File: src/rtl/snn_decoder_pkg.sv
// Shared types and helpers for the spike-rate decoder.
package snn_decoder_pkg;

    typedef enum logic [1:0] {
        IDLE   = 2'd0,
        COUNT  = 2'd1,
        DECIDE = 2'd2,
        HOLD   = 2'd3
    } dec_state_t;

    localparam int unsigned DEFAULT_CNT_W = 8;

    // Class index width; a single-neuron build still gets a 1-bit index.
    function automatic int unsigned class_idx_w(input int unsigned n_output);
        return (n_output > 1) ? $clog2(n_output) : 1;
    endfunction

endpackage

File: src/rtl/spike_argmax.sv
// Combinational argmax over the per-neuron spike counters; lowest index wins ties.
// Optional tie detect when SNN_DECODER_TIE_EN is defined.
module spike_argmax
    import snn_decoder_pkg::*;
#(
    parameter int unsigned N_OUTPUT = 3,
    parameter int unsigned CNT_W    = DEFAULT_CNT_W,
    localparam int unsigned IDX_W   = class_idx_w(N_OUTPUT)
) (
    input  logic [CNT_W-1:0] counts [N_OUTPUT],
    output logic [IDX_W-1:0] max_idx_c,
    output logic [CNT_W-1:0] max_cnt_c,
`ifdef SNN_DECODER_TIE_EN
    output logic             tie_c,
`endif
    output logic             none_c
);

    // Strict greater-than keeps the earliest index on equal counts
    always_comb begin
        max_idx_c = '0;
        max_cnt_c = counts[0];
        for (int unsigned j = 1; j < N_OUTPUT; j++) begin
            if (counts[j] > max_cnt_c) begin
                max_idx_c = IDX_W'(j);
                max_cnt_c = counts[j];
            end
        end
    end

    assign none_c = (max_cnt_c == '0);

`ifdef SNN_DECODER_TIE_EN
    logic seen_max;
    logic tie_any;

    // Two or more neurons sharing a nonzero maximum
    always_comb begin
        seen_max = 1'b0;
        tie_any  = 1'b0;
        for (int unsigned j = 0; j < N_OUTPUT; j++) begin
            if (counts[j] == max_cnt_c) begin
                if (seen_max) begin
                    tie_any = 1'b1;
                end
                seen_max = 1'b1;
            end
        end
    end

    assign tie_c = tie_any & ~none_c;
`endif

endmodule

File: src/rtl/spike_rate_decoder.sv
// Rate-coded classifier: counts L2 spikes per neuron over a window and
// reports the most active neuron with a valid/ready handshake.
// Optional macro SNN_DECODER_TIE_EN adds the tie_flag output.
module spike_rate_decoder
    import snn_decoder_pkg::*;
#(
    parameter int unsigned WIDTH    = 16,
    parameter int unsigned N_OUTPUT = 3,
    parameter int unsigned CNT_W    = DEFAULT_CNT_W,
    localparam int unsigned IDX_W   = class_idx_w(N_OUTPUT)
) (
    input  logic             clk,
    input  logic             rst,
    input  logic             enable,
    input  logic [WIDTH-1:0] window_len,
    input  logic             spike_L2 [N_OUTPUT],
    input  logic             class_ready,
    output logic             class_valid,
    output logic [IDX_W-1:0] class_idx,
    output logic             no_spike,
`ifdef SNN_DECODER_TIE_EN
    output logic             tie_flag,
`endif
    output logic [CNT_W-1:0] win_count
);

    dec_state_t       state;
    dec_state_t       state_nxt;
    logic [WIDTH-1:0] len_q;
    logic [WIDTH-1:0] cyc_q;
    logic [WIDTH-1:0] last_cyc_c;
    logic [CNT_W-1:0] cnt_q [N_OUTPUT];

    logic             handshake_c;
    logic             start_c;
    logic             count_c;
    logic             decide_c;
    logic             valid_nxt_c;

    logic [IDX_W-1:0] max_idx_c;
    logic [CNT_W-1:0] max_cnt_c;
    logic             none_c;
`ifdef SNN_DECODER_TIE_EN
    logic             tie_c;
`endif

    // A zero window length behaves as a one-cycle window
    assign last_cyc_c  = (len_q == '0) ? '0 : len_q - WIDTH'(1);
    assign handshake_c = class_valid & class_ready;

    // State register
    always_ff @(posedge clk) begin
        if (rst) begin
            state <= IDLE;
        end else begin
            state <= state_nxt;
        end
    end

    // Next-state logic; enable only matters in IDLE and at the handshake
    always_comb begin
        state_nxt = state;
        case (state)
            IDLE:    if (enable) state_nxt = COUNT;
            COUNT:   if (cyc_q == last_cyc_c) state_nxt = DECIDE;
            DECIDE:  state_nxt = HOLD;
            HOLD:    if (handshake_c) state_nxt = enable ? COUNT : IDLE;
            default: state_nxt = IDLE;
        endcase
    end

    // Control strobes derived from the current and next state
    always_comb begin
        start_c     = (state_nxt == COUNT) && (state != COUNT);
        count_c     = (state == COUNT);
        decide_c    = (state == DECIDE);
        valid_nxt_c = (state_nxt == HOLD);
    end

    // Window length latch and elapsed-cycle counter
    always_ff @(posedge clk) begin
        if (rst) begin
            len_q <= '0;
            cyc_q <= '0;
        end else if (start_c) begin
            len_q <= window_len;
            cyc_q <= '0;
        end else if (count_c) begin
            cyc_q <= cyc_q + WIDTH'(1);
        end
    end

    // Saturating per-neuron spike counters, live only in COUNT
    always_ff @(posedge clk) begin
        for (int unsigned j = 0; j < N_OUTPUT; j++) begin
            if (rst || start_c) begin
                cnt_q[j] <= '0;
            end else if (count_c && spike_L2[j] && (cnt_q[j] != '1)) begin
                cnt_q[j] <= cnt_q[j] + CNT_W'(1);
            end
        end
    end

    spike_argmax #(
        .N_OUTPUT (N_OUTPUT),
        .CNT_W    (CNT_W)
    ) u_argmax (
        .counts    (cnt_q),
        .max_idx_c (max_idx_c),
        .max_cnt_c (max_cnt_c),
`ifdef SNN_DECODER_TIE_EN
        .tie_c     (tie_c),
`endif
        .none_c    (none_c)
    );

    // Result registers: captured in DECIDE, held through HOLD
    always_ff @(posedge clk) begin
        if (rst) begin
            class_valid <= 1'b0;
            class_idx   <= '0;
            win_count   <= '0;
            no_spike    <= 1'b0;
        end else begin
            class_valid <= valid_nxt_c;
            if (decide_c) begin
                class_idx <= max_idx_c;
                win_count <= max_cnt_c;
                no_spike  <= none_c;
            end
        end
    end

`ifdef SNN_DECODER_TIE_EN
    // Tie indication, captured alongside the result
    always_ff @(posedge clk) begin
        if (rst) begin
            tie_flag <= 1'b0;
        end else if (decide_c) begin
            tie_flag <= tie_c;
        end
    end
`endif

endmodule

File: config.mk
export PLATFORM = sky130hd
export DESIGN_NAME = spike_rate_decoder
export DESIGN_NICKNAME = d
export VERILOG_FILES = /design/src/rtl/snn_decoder_pkg.sv /design/src/rtl/spike_argmax.sv /design/src/rtl/spike_rate_decoder.sv
export SDC_FILE = /design/constraint.sdc
export NUM_CORES = 1
export LEC_CHECK = 0
export ABC_AREA = 1
export BUFFER_PORTS_ARGS = -buffer_cell sky130_fd_sc_hd__buf_2
export CAP_MARGIN = 20
export CORE_MARGIN = 1
export CORE_UTILIZATION = 23
export DETAILED_ROUTE_END_ITERATION = 10
export GPL_ROUTABILITY_DRIVEN = 0
export SYNTH_ARGS = -nofsm -noshare
export SYNTH_HDL_FRONTEND = slang
export SYNTH_SLANG_ARGS = --single-unit
File: constraint.sdc
create_clock -name clk -period 2.8 [get_ports clk]
set_input_delay 0.56 -clock clk [delete_from_list [all_inputs] [get_ports clk]]
set_output_delay 0.56 -clock clk [all_outputs]
set_load 0.05 [all_outputs]
==> metrics.md <==
| Metric | Value |
|---|---|
| Status | complete, but fails checks |
| Failing checks | negative setup slack |
| IO Port Bufs | 34 |
| CTS clock-pin slew for the worst setup and hold paths | 0.06 ns |
| Vias in the first global route | 3,868 |
| Initial core utilization | 23.5% |
| Leak pwr | 2.50 nW |
| Final Power | 0.00286 W |
| FP Rows | 49 |
| Commonest cells after routing, fill and taps aside | 128 x nand2_1, 77 x inv_1, 62 x dfxtp_1 |
| CP arrival | 3.28 ns |
| Crit path cell chain | inv_2, ha_4, a21oi_2, o21a_4, buf_4, nand2_4, nand3_4, and2_1, ha_1, nand2_2, o21ai_2, nand2_2, nand3_4, nand2_8, inv_8, nand2_1, nand2_1, nand2_1, nor2_1, nand2_1, a21oi_1 |
| Largest net degree at the start of global routing | 29 |
| R2R Path End | no_spike |
| TritonCTS buffer count | 9 |
| Pre-CTS setup slack | -0.187 ns |
| Residual DRC | 0 |
| Layout area overhead | 38.5% |
| Die Height | 137 um |
| Post-cts hold buffer count | 0 |
| Startpoint types | register |
| GRT Total Usage | 12.2% |
| Most common cell after layout, fill and taps aside | nand2_1 |
| Die area | 18,900 um2 |
| CTS tree | built |
| Biggest area consumer among synthesized cells | dfxtp_1 |
| R2R Setup Slk | -0.21 ns |
| Worst hold endpoint | no_spike |
| Max Clk Rate | 0.332 GHz |
| Reg power frac | 36.7% |
| Comb pwr share | 23.6% |
| CTS Sinks | 70 |
| RSZ-0062 raised after global routing | true |
| Initial antenna violation count | 0 |
| HP Start | no_spike |
| DRT antenna net count | 0 |
| Largest cells by area after synthesis | dfxtp_1 33%, nand2_1 14%, nand3_1 7.7% |
| Sw frac | 31.5% |
| Hold WC Path Type | reg -> reg |
| Final Max Slew Viols | 0 |
| Final core occ | 32.5% |
| Post-layout minimum cycle time | 3.01 ns |
| Final setup fails | 10 |
| # IOs | 35 |
| Detailed Route Iter0 Violations | 328 |
| Worst R2R Path Depth | 21 |
| PnR worst setup slack | -0.212 ns |
| Number of fill cells | 1,852 |
| Diodes inserted | 0 |
| Synth Warn # | 0 |
| Cell count after synthesis | 635 |
| Vias per cell | 4.61 |
| Max IR drop VDD | 293 uV |
| Layout Skew | 0.00795 ns |
| Worst-Margin Slew | 0.662 ns |
| Vias | 4,393 |
| Crit path kind | reg -> reg |
| Routed len/inst | 13.1 um |
| Clock Tree Buf Depth | 2 |
| Hold path depth | 2 |
| Internal power | 0.00196 W |
| Final Cycle Share | 108% |
| Post-DP Area | 4870 um2 |
| Switching pwr | 0.000900 W |
| Post-DP HPWL | 8360 um |
| Max Cap Violations | 0 |
| Top cell type's share of synthesized area | 33.2% |
| First-pass GRT wire length | 18,200 um |
| Slowest CP cell | dfxtp_2 |
| Netlist cell types | 35 |
| Total gr overflow | 0 |
| Final nets | 763 |
| Register area | 1410 um2 |
| Mean Syn Cell Area | 6.64 um2 |
| Design area | 5840 um2 |
| Number of failing hold endpoints at the final stage | 0 |
| Most used cell, CP | nand2_1 |
| Pwr/cell area | 490 nW/um2 |
| Critical path endpoint category | register |
| Drt first pass iters | 4 |
| Cell Area, Synth | 4220 um2 |
| CP Max Fanout | 6 |
| Data required, critical path | 3.07 ns |
| Sequential area share after synthesis | 33.2% |
| Relative slew margins | 55.8% |
| Fraction of layout cells with a size suffix above 1 | 29.0% |
| R2R Path Start | cnt_q[21] |
| Core Footprint | 18,000 um2 |
| DIE WIDTH | 137 um |
| Worst path max stage delay | 0.34 ns |
| Worst-Skew Late Latency | 0.34 ns |
| Routed WL | 12,500 um |
| H-Tree Level Count | 3 |
| Footprint of the multi-input gates | 2970 um2 |
| Clock share of power | 39.7% |
| #FFs+latches synth | 70 |
| Syn Nets | 679 |
| Root Driver | clkbuf_16 |
-- power by group through the flow --
stage,clock network [W],logic (W),registers (W)
finish,0.00113,0.000674,0.00105
detailed placement,0,0.000484,0.00107
global placement,0,0.000477,0.00107
global route,0.00120,0.000739,0.00105
floorplan,0,0.000366,0.00106
CTS,0.00116,0.000530,0.00105
-- what timing repair did --
item                       4_1_cts  5_1_grt
resized for setup               41       82
cloned                           3        0
pin swaps                        5       29
setup endpoints to repair        9       11
buffers inserted                 3       10
-- registers in the layout (all words and copies together), names as in the netlist --
signal       flops
cyc_q           16
no_spike         1
win_count        8
len_q           16
class_idx        2
state            2
cnt_q           24
class_valid      1
-- critical path: cells and delay by family, from the launching register on --
family	cells	cell delay (ns)
flip-flops	1	0.34
buffers and inverters	3	0.27
AO/OA/AOI/OAI	4	0.58
AND/OR/NAND/NOR	12	1.16
adder cells (fa/ha/maj)	2	0.57
-- how the worst max path moves through the flow --
stage / cells after the start / start / to / slack [ns]
finish: 21 / cnt_q[21] / no_spike / -0.21
global placement: 22 / cnt_q[17] / no_spike / -0.14
global route: 21 / cnt_q[17] / no_spike / -0.30
floorplan: 21 / cnt_q[21] / no_spike / 0.007
CTS: 19 / cnt_q[21] / no_spike / -0.05
detailed placement: 22 / cnt_q[17] / no_spike / -0.19
-- Yosys cell counts, drive strengths merged --
| library cell | number |
|---|---|
| nand2 | 158 |
| inv | 84 |
| nor2 | 73 |
| dfxtp | 70 |
| nand3 | 66 |
| a21oi | 55 |
| o21ai | 41 |
| ha | 21 |
| nand4 | 15 |
| clkbuf | 8 |
| xor2 | 8 |
| o211ai | 7 |
| and2 | 6 |
| nor3 | 6 |
| buf | 4 |
| o21a | 4 |
| a31oi | 2 |
| or2 | 2 |
| nand3b | 1 |
| nor3b | 1 |
| o21bai | 1 |
| o221a | 1 |
| xnor2 | 1 |
-- stage by stage --
stage                     instances  TNS, ns  hold slack [ns]
after global routing            953    -1.79            0.484
after floorplan                 635        0            0.447
final                           953   -0.755            0.476
after CTS                       943  -0.0536            0.473
after global placement          921   -0.727            0.468
after detailed placement        921   -0.974            0.474
-- layer usage --
layer | global-route usage, % | wire [um]
met4 | 4.46 | 311
met5 | 0 | 0
met1 | 15.5 | 5600
met3 | 3.05 | 635
met2 | 20.0 | 5970
-- cell type report --
cell class              count  share of cell area, %
multi-input cells         471                   50.9
flip-flops and latches     70                   24.2
repair buffers             83                   9.47
inverters                  84                   5.53
well taps                 229                   4.91
clock buffers              11                   3.99
clock inverters             5                   1.03
-- logic make-up (layout without fill, tap and decap cells) --
| family | count (synthesis) | in the layout | synth area share [%] |
|---|---|---|---|
| flip-flops | 70 | 70 | 33.2 |
| adder cells (fa/ha/maj) | 21 | 21 | 6.23 |
| AND/OR/NAND/NOR | 328 | 330 | 35.2 |
| AO/OA/AOI/OAI | 111 | 111 | 14.3 |
| XOR/XNOR | 9 | 9 | 1.87 |
| buffers and inverters | 96 | 183 | 9.11 |
No activity file was read; power rests on OpenSTA's default activity.
